===== src/rtl/riscv_ctrl_pkg.sv =====
// Shared RV32I decode helpers and the in-flight producer record used by the hazard/forwarding controller.
package riscv_ctrl_pkg;

   localparam logic [4:0] OP_R     = 5'b01100;
   localparam logic [4:0] OP_I     = 5'b00100;
   localparam logic [4:0] OP_L     = 5'b00000;
   localparam logic [4:0] OP_S     = 5'b01000;
   localparam logic [4:0] OP_B     = 5'b11000;
   localparam logic [4:0] OP_JALR  = 5'b11001;
   localparam logic [4:0] OP_JAL   = 5'b11011;
   localparam logic [4:0] OP_AUIPC = 5'b00101;
   localparam logic [4:0] OP_LUI   = 5'b01101;
   localparam logic [4:0] OP_CSR   = 5'b11100;

   typedef struct packed {
      logic       valid;
      logic [4:0] rd;
      logic       is_load;
   } trk_entry_t;

   localparam int ENTRY_W = $bits(trk_entry_t);

   // Writes to x0 are discarded, so they never need forwarding.
   function automatic logic is_producer(input logic [31:0] inst);
      logic [4:0] op;
      op = inst[6:2];
      return (inst[1:0] == 2'b11) && (inst[11:7] != 5'd0) &&
             (op inside {OP_R, OP_I, OP_L, OP_JALR, OP_JAL, OP_AUIPC, OP_LUI});
   endfunction

   function automatic logic reads_rs1(input logic [31:0] inst);
      logic [4:0] op;
      op = inst[6:2];
      return op inside {OP_R, OP_I, OP_L, OP_S, OP_B, OP_JALR, OP_CSR};
   endfunction

   function automatic logic reads_rs2(input logic [31:0] inst);
      logic [4:0] op;
      op = inst[6:2];
      return op inside {OP_R, OP_S, OP_B};
   endfunction

endpackage


===== src/rtl/fwd_tracker.sv =====
// Shift register of in-flight destination records; slot 0 is stage 1 (the stage right after decode).
module fwd_tracker
   import riscv_ctrl_pkg::*;
#(
   parameter int NUM_FWD_STAGES = 2,
   parameter int FLUSH_DEPTH    = 1
) (
   input  logic                              clk,
   input  logic                              rst,
   input  logic                              push,
   input  logic                              flush,
   input  logic [ENTRY_W-1:0]                entry,
   output logic [NUM_FWD_STAGES*ENTRY_W-1:0] entries
);

   logic [NUM_FWD_STAGES-1:0][ENTRY_W-1:0] stg;

   always_ff @(posedge clk) begin
      if (rst) begin
         stg <= '0;
      end else begin
         stg[0] <= (push && !flush) ? entry : '0;
         // A flush squashes the youngest FLUSH_DEPTH-1 older slots as they advance.
         for (int j = 1; j < NUM_FWD_STAGES; j++)
            stg[j] <= (flush && (j < FLUSH_DEPTH)) ? '0 : stg[j-1];
      end
   end

   assign entries = stg;

endmodule


===== src/rtl/hazard_forward_ctrl.sv =====
// Decode-stage load-use stall and operand-forward select controller.
// Optional HAZARD_FWD_PERF_CNT_EN adds saturating stall/forward event counters.
module hazard_forward_ctrl
   import riscv_ctrl_pkg::*;
#(
   parameter int NUM_FWD_STAGES = 2,
   parameter int LOAD_LAT       = 1,
   parameter int FLUSH_DEPTH    = 1,
   parameter int SEL_W          = $clog2(NUM_FWD_STAGES + 1)
) (
   input  logic             clk,
   input  logic             rst,
   input  logic [31:0]      inst,
   input  logic             inst_valid,
   input  logic             flush,
   output logic             stall,
   output logic             stall_q,
   output logic [SEL_W-1:0] fwd_sel_a,
   output logic [SEL_W-1:0] fwd_sel_b,
   output logic [SEL_W-1:0] fwd_sel_a_q,
   output logic [SEL_W-1:0] fwd_sel_b_q
`ifdef HAZARD_FWD_PERF_CNT_EN
   ,
   output logic [31:0]      stall_cycles,
   output logic [31:0]      fwd_events
`endif
);

   localparam int TW = NUM_FWD_STAGES * ENTRY_W;

   logic [TW-1:0]  entries;
   logic [SEL_W:0] pick_a, pick_b;
   trk_entry_t     dec_entry;
   logic           push;

   // Returns {unresolved, select}; scanning oldest to youngest lets the youngest match win.
   function automatic logic [SEL_W:0] pick(input logic [4:0] rs, input logic en,
                                           input logic [TW-1:0] ents);
      trk_entry_t       e;
      logic [SEL_W-1:0] sel;
      logic             unres;
      sel   = '0;
      unres = 1'b0;
      for (int k = NUM_FWD_STAGES; k >= 1; k--) begin
         e = ents[(k-1)*ENTRY_W +: ENTRY_W];
         if (en && (rs != 5'd0) && e.valid && (e.rd == rs)) begin
            unres = e.is_load && (k <= LOAD_LAT);
            sel   = unres ? '0 : SEL_W'(k);
         end
      end
      return {unres, sel};
   endfunction

   assign dec_entry = {is_producer(inst), inst[11:7], inst[6:2] == OP_L};
   assign pick_a    = pick(inst[19:15], reads_rs1(inst), entries);
   assign pick_b    = pick(inst[24:20], reads_rs2(inst), entries);

   assign stall     = inst_valid & ~flush & (pick_a[SEL_W] | pick_b[SEL_W]);
   assign fwd_sel_a = flush ? '0 : pick_a[SEL_W-1:0];
   assign fwd_sel_b = flush ? '0 : pick_b[SEL_W-1:0];
   assign push      = inst_valid & ~stall;

   fwd_tracker #(
      .NUM_FWD_STAGES (NUM_FWD_STAGES),
      .FLUSH_DEPTH    (FLUSH_DEPTH)
   ) u_trk (
      .clk     (clk),
      .rst     (rst),
      .push    (push),
      .flush   (flush),
      .entry   (dec_entry),
      .entries (entries)
   );

   always_ff @(posedge clk) begin
      if (rst) begin
         stall_q     <= 1'b0;
         fwd_sel_a_q <= '0;
         fwd_sel_b_q <= '0;
      end else begin
         stall_q     <= stall;
         fwd_sel_a_q <= (stall || flush) ? '0 : fwd_sel_a;
         fwd_sel_b_q <= (stall || flush) ? '0 : fwd_sel_b;
      end
   end

`ifdef HAZARD_FWD_PERF_CNT_EN
   always_ff @(posedge clk) begin
      if (rst) begin
         stall_cycles <= '0;
         fwd_events   <= '0;
      end else begin
         if (stall && (stall_cycles != 32'hFFFF_FFFF))
            stall_cycles <= stall_cycles + 32'd1;
         if (((fwd_sel_a != '0) || (fwd_sel_b != '0)) && !flush && (fwd_events != 32'hFFFF_FFFF))
            fwd_events <= fwd_events + 32'd1;
      end
   end
`endif

endmodule


===== config.mk =====
export PLATFORM = sky130hd
export DESIGN_NAME = hazard_forward_ctrl
export DESIGN_NICKNAME = d
export VERILOG_FILES = /design/src/rtl/riscv_ctrl_pkg.sv /design/src/rtl/fwd_tracker.sv /design/src/rtl/hazard_forward_ctrl.sv
export SDC_FILE = /design/constraint.sdc
export NUM_CORES = 1
export LEC_CHECK = 0
export CAP_MARGIN = 20
export CORE_ASPECT_RATIO = 0.9
export CORE_MARGIN = 2
export CORE_UTILIZATION = 43
export CTS_CLUSTER_SIZE = 16
export DETAILED_ROUTE_END_ITERATION = 6
export PLACE_DENSITY_LB_ADDON = 0.08
export REMOVE_ABC_BUFFERS = 1
export SYNTH_ARGS = -nofsm -noshare
export SYNTH_HDL_FRONTEND = slang
export SYNTH_SLANG_ARGS = --single-unit

===== constraint.sdc =====
create_clock -name clk -period 3.75 [get_ports clk]
set_input_delay 0.9375 -clock clk [delete_from_list [all_inputs] [get_ports clk]]
set_output_delay 0.9375 -clock clk [all_outputs]
set_load 0.02 [all_outputs]

**Word level (Yosys, flattened, before mapping)**

Cells that the tools add are included.

- Bits of input ports: 36
- Bits in registers: 19
- Word-level logic and storage cells: 59
- Output and inout bits: 10

- Equal/unequal tests: 14
- Reductions and logical operators: 24
- Bitwise logic cells: 7
- Mux-type cells: 9

Operators with widths:

| kind | count |
|---|---|
| $eq 5x5->1 | 4 |
| $eq 5x5->1 const B | 4 |
| $eq 5x4->1 const B | 3 |
| $reduce_bool 5->1 | 3 |
| $reduce_bool 7->1 | 2 |
| $logic_and 1x1->1 | 13 |
| $mux 2 | 6 |
| $eq 5x3->1 const B | 2 |
| $logic_not 5->1 | 1 |
| $reduce_or 2->1 | 2 |
| $and 1x1->1 | 3 |
| $mux 1 | 3 |
| $not 1->1 | 3 |
| $reduce_bool 3->1 | 1 |
| $eq 2x2->1 const B | 1 |
| $logic_not 1->1 | 1 |
| $logic_or 1x1->1 | 1 |
| $or 1x1->1 | 1 |

**Longest topological paths before layout**

- Word-level depth: 13
- Mapped depth: 7
- Depth with buffers taken out: 5

**Cells and area by module**

A second synthesis with hierarchy kept.

- Cells, all modules: 95
- Area total of the unflattened synthesis: 982.2 µm²

Modules (own cells, without submodules):

| module | instances | area an instance (µm²) | cells each | sequential area each (µm²) |
|---|---|---|---|---|
| hazard_forward_ctrl | 1 | 556.8 | 66 | 100.1 |
| fwd_tracker | 1 | 425.4 | 29 | 280.3 |

**Least setup slack after synthesis**

Ideal clock, no wire load.

- Path kind: input to output
- Start: in inst[6]
- End: out stall
- Cell stages on the path: 4
- Path slack: 431 ps
- Arrival time: 2,382 ps
- Buffers on the path: 0
- Data required time: 2,812 ps
- Cells stage by stage: a211oi_2 -> o211ai_4 -> or3_2 -> a21boi_0

- Word-level cells in the longest chain between the ends: 8
- Elaborated cells on any way between the ends: 19
- Those cells by class: eq/ne (6); mux (2); bitwise (2); reduce/logical (9)

Ends and longest elaborated chain:

| item | RTL line | RTL |
|---|---|---|
| from (decl) | hazard_forward_ctrl.sv:13 | `input logic [31:0] inst,` |
| $eq 5x4->1 (tied with other cells) | riscv_ctrl_pkg.sv:34, riscv_ctrl_pkg.sv:40 |  |
| $reduce_bool 7->1 or $reduce_bool 3->1 (tied branches) | riscv_ctrl_pkg.sv:34, riscv_ctrl_pkg.sv:40 |  |
| $logic_and 1x1->1 (3 in a row) | hazard_forward_ctrl.sv:46 | `if (en && (rs != 5'd0) && e.valid && (e.rd == rs)) begin` |
| $mux 1 | hazard_forward_ctrl.sv:46 |  |
| $or 1x1->1 (*) | hazard_forward_ctrl.sv:58 | `assign stall = inst_valid & ~flush & (pick_a[SEL_W] \| pick_b[SEL_W]);` |
| $and 1x1->1 (*) | hazard_forward_ctrl.sv:58 |  |
| to (decl) | hazard_forward_ctrl.sv:16 | `output logic stall,` |

Every way passes the cells marked *; elsewhere a longest branch is shown, timed or not.

**Final worst setup path**

- Start: in inst[20]
- End: out fwd_sel_b[1]

- Word-level cells in the longest chain between the ends: 7
- Elaborated cells on any way between the ends: 11
- Those cells by class: eq/ne (2); mux (3); reduce/logical (6)

Ends and longest elaborated chain:

| item | RTL line | RTL |
|---|---|---|
| $reduce_bool 5->1 | hazard_forward_ctrl.sv:46 |  |
| $logic_and 1x1->1 (3 in a row) | hazard_forward_ctrl.sv:46 |  |
| $mux 2 | hazard_forward_ctrl.sv:46 |  |
| $mux 2 (*) | hazard_forward_ctrl.sv:46 |  |
| $mux 2 (*) | hazard_forward_ctrl.sv:60 | `assign fwd_sel_b = flush ? '0 : pick_b[SEL_W-1:0];` |
| to (decl) | hazard_forward_ctrl.sv:19 | `output logic [SEL_W-1:0] fwd_sel_b,` |

Marked as above.

==> results.py <==
metrics = {
    "outcome": {
        "status": "completed",
    },
    "finish": {
        "final_cells": 187,
        "area_growth_syn_to_layout_pct": 61.4,
        "multiInputGateArea_sq_um": 597,
        "mostFrequentLayoutCells": "clkdlybuf4s50_1, buf_4, dfxtp_1, xnor2_1",
        "regArea_sq_um": 360,
        "drive_gt1_share_pct": 26.3,
        "nNetsFinal": 197,
        "diodes": 0,
        "n_fill_cell": 165,
        "layout_commonest_cell": "clkdlybuf4s50_1",
        "final_util_pct": 71.6,
    },
    "placed_design": {
        "port_buffers": 35,
        "dp_hpwl_um": 1900,
        "gp_congestion": 0.753,
        "dp.cells": 182,
    },
    "grt": {
        "antenna_found_initial": 0,
        "grt_pass1_wl_um": 3800,
        "grt_max_degree": 11,
        "grt_use_total_pct": 19.8,
        "overflow": 0,
        "grt_pass1_vias": 888,
    },
    "detailed_routing": {
        "drt_iter0_drc": 13,
        "drtPass1Iterations": 4,
        "drc": 0,
        "totalWireLength_um": 2330,
        "ant_nets": 0,
        "viasPerCell": 5.13,
        "vias": 959,
        "wl_per_cell_um": 12.4,
    },
    "sta": {
        "slew_headroom_pct": 75.9,
        "grt_setup_unrepaired": "no",
        "period_needed_ns": 3.69,
        "max_freq_ghz": 0.271,
        "drv_slew": 0,
        "hold_violations": 0,
        "setup_violations": 0,
        "fin_skew_ns": 0.00160,
        "timing.final.crit_share_pct": 98.3,
        "tightest_slew_ns": 0.360,
    },
    "synth": {
        "avgSynthCellArea_sq_um": 9.40,
        "synth_edf_count": 0,
        "synth.distinct_cells": 30,
        "yosys_most_used_dff": "dfxtp_1",
        "synth_cells": 101,
        "ys_warn_count": 0,
        "seq_area_frac_synth_pct": 37.9,
        "synth_seq_cells": 18,
        "async_reset_ff_share_pct": 0,
        "syn_area_sq_um": 950,
    },
    "critical_path": {
        "crit_path_end_kind": "output pin",
        "crit_fanout": 3,
        "setup.worst_path.class": "in2out",
        "crit_slowest_cell": "or4_4",
        "worstPathCellList": "clkdlybuf4s50_1 -> or4_4 -> o211ai_4 -> nor3_2 -> nor4_4 -> buf_4",
        "arrival_ns": 2.75,
        "start_kind": "primary input",
        "crit_family": "simple AND/OR/NAND/NOR gates",
        "crit_path_max_incr_delay_ns": 0.57,
        "crit_required_ns": 2.81,
        "crit_buf_inv": 2,
    },
    "worst_hold_path": {
        "hold_class": "reg2reg",
    },
    "die": {
        "rows": 16,
        "die_h_um": 48.6,
        "coreArea_sq_um": 2140,
        "die_area_sq_um": 2600,
        "dieWidth_um": 53.5,
        "initial_core_util_pct": 44.3,
        "num_io_pins": 46,
    },
    "clock_network": {
        "cts_tree": "built",
        "cts_buffers": 3,
        "cts.clk_slew.worst_paths_ns": 0.11,
        "cts_root_buffer": "clkbuf_4",
        "cts_buffer_depth": 2,
        "insertion_delay_ns": 0.29,
        "htree_levels": 1,
        "cts_hold_buf": 0,
        "cts_sinks": 18,
    },
    "power": {
        "ir_drop_uv": 287,
        "powerDensity_nw_per_um2": 260,
        "leakage_nw": 0.593,
    },
    "flow_run": {
        "drv_cap": 0,
    },
}
## cell type report
class	count	share of cell area, %
multi-input cells	79	38.9
repair buffers	57	32.5
flip-flops and latches	18	23.5
clock buffers	4	2.37
well taps	27	2.20
inverters	2	0.490
## worst register-to-register path, cell delays in order, from the launching register on
cell,delay (ns)
dfxtp_1,0.40
xor2_1,0.21
nor4_2,0.06
and3_1,0.18
buf_4,0.13
nor4_2,0.30
buf_4,0.16
buf_4,0.09
and3_1,0.13
## stage by stage
step                TNS [ns]  power, mW  setup WS [ns]  hold slack (ns)  cell area, sq um
finish                     0      0.398         0.0631            0.514              1530
floorplan                  0      0.223          0.431            0.466               942
detailed placement     -2.16      0.279         -0.493            0.500              1480
global route               0      0.418        0.00636            0.538              1530
global placement       -1.92      0.277         -0.431            0.500              1480
CTS                        0      0.399        0.00749            0.512              1520
## power by group
group / internal (mW) / total (mW) / switching, mW
registers: 0.194 / 0.196 / 0.00245
logic: 0.0502 / 0.0806 / 0.0304
clock network: 0.0592 / 0.121 / 0.0623
## per-layer routing
layer,vias up,track usage [%],wire [um]
met1,438,25.8,1070
met5,-,0,0
met3,2,4.63,116
li1,488,-,-
met2,31,33.1,1120
met4,0,3.85,17
## sequential cells by signal (all words and copies together) (netlist names)
signal         cells
fwd_sel_a_q        2
fwd_sel_b_q        2
stall_q            1
u_trk.entries     13
## what timing repair did
| action | 4_1_cts | 5_1_grt |
|---|---|---|
| buffers inserted | 1 | 0 |
| gates resized for setup | 24 | 7 |
| endpoints found under the setup margin | 5 | 5 |
| pin swaps | 2 | 2 |
## cell usage after synthesis (2+ instances only)
cell type / instances / area, sq um
nor3_1: 3 / 15.0
nand3_1: 2 / 10.0
nand2_1: 6 / 22.5
inv_1: 2 / 7.51
nor4_1: 5 / 31.3
xnor2_1: 16 / 140
nand4_1: 3 / 18.8
clkbuf_1: 2 / 7.51
and3_1: 8 / 50.1
nand2b_1: 2 / 12.5
dfxtp_1: 18 / 360
or4_1: 2 / 15.0
nor2_1: 5 / 18.8
nor2b_1: 8 / 50.1
xor2_1: 4 / 35.0
## worst paths after layout
path / from / end / slack, ns / cells after the start
setup / recovery: inst[20] / fwd_sel_b[1] / 0.06 / 6
hold / removal: u_trk.entries[4] / u_trk.entries[11] / 0.51 / 1
setup reg to reg: u_trk.entries[3] / fwd_sel_a_q[1] / 2.04 / 8
hold reg to reg: u_trk.entries[4] / u_trk.entries[11] / 0.51 / 1
## cells by family after synthesis
logic type,synth area share (%)
buf+inv,1.58
xor+xnor,18.4
flops,37.9
compound gates,9.35
simple gates,32.7
Note: power is estimated with default switching activity, not from simulation.
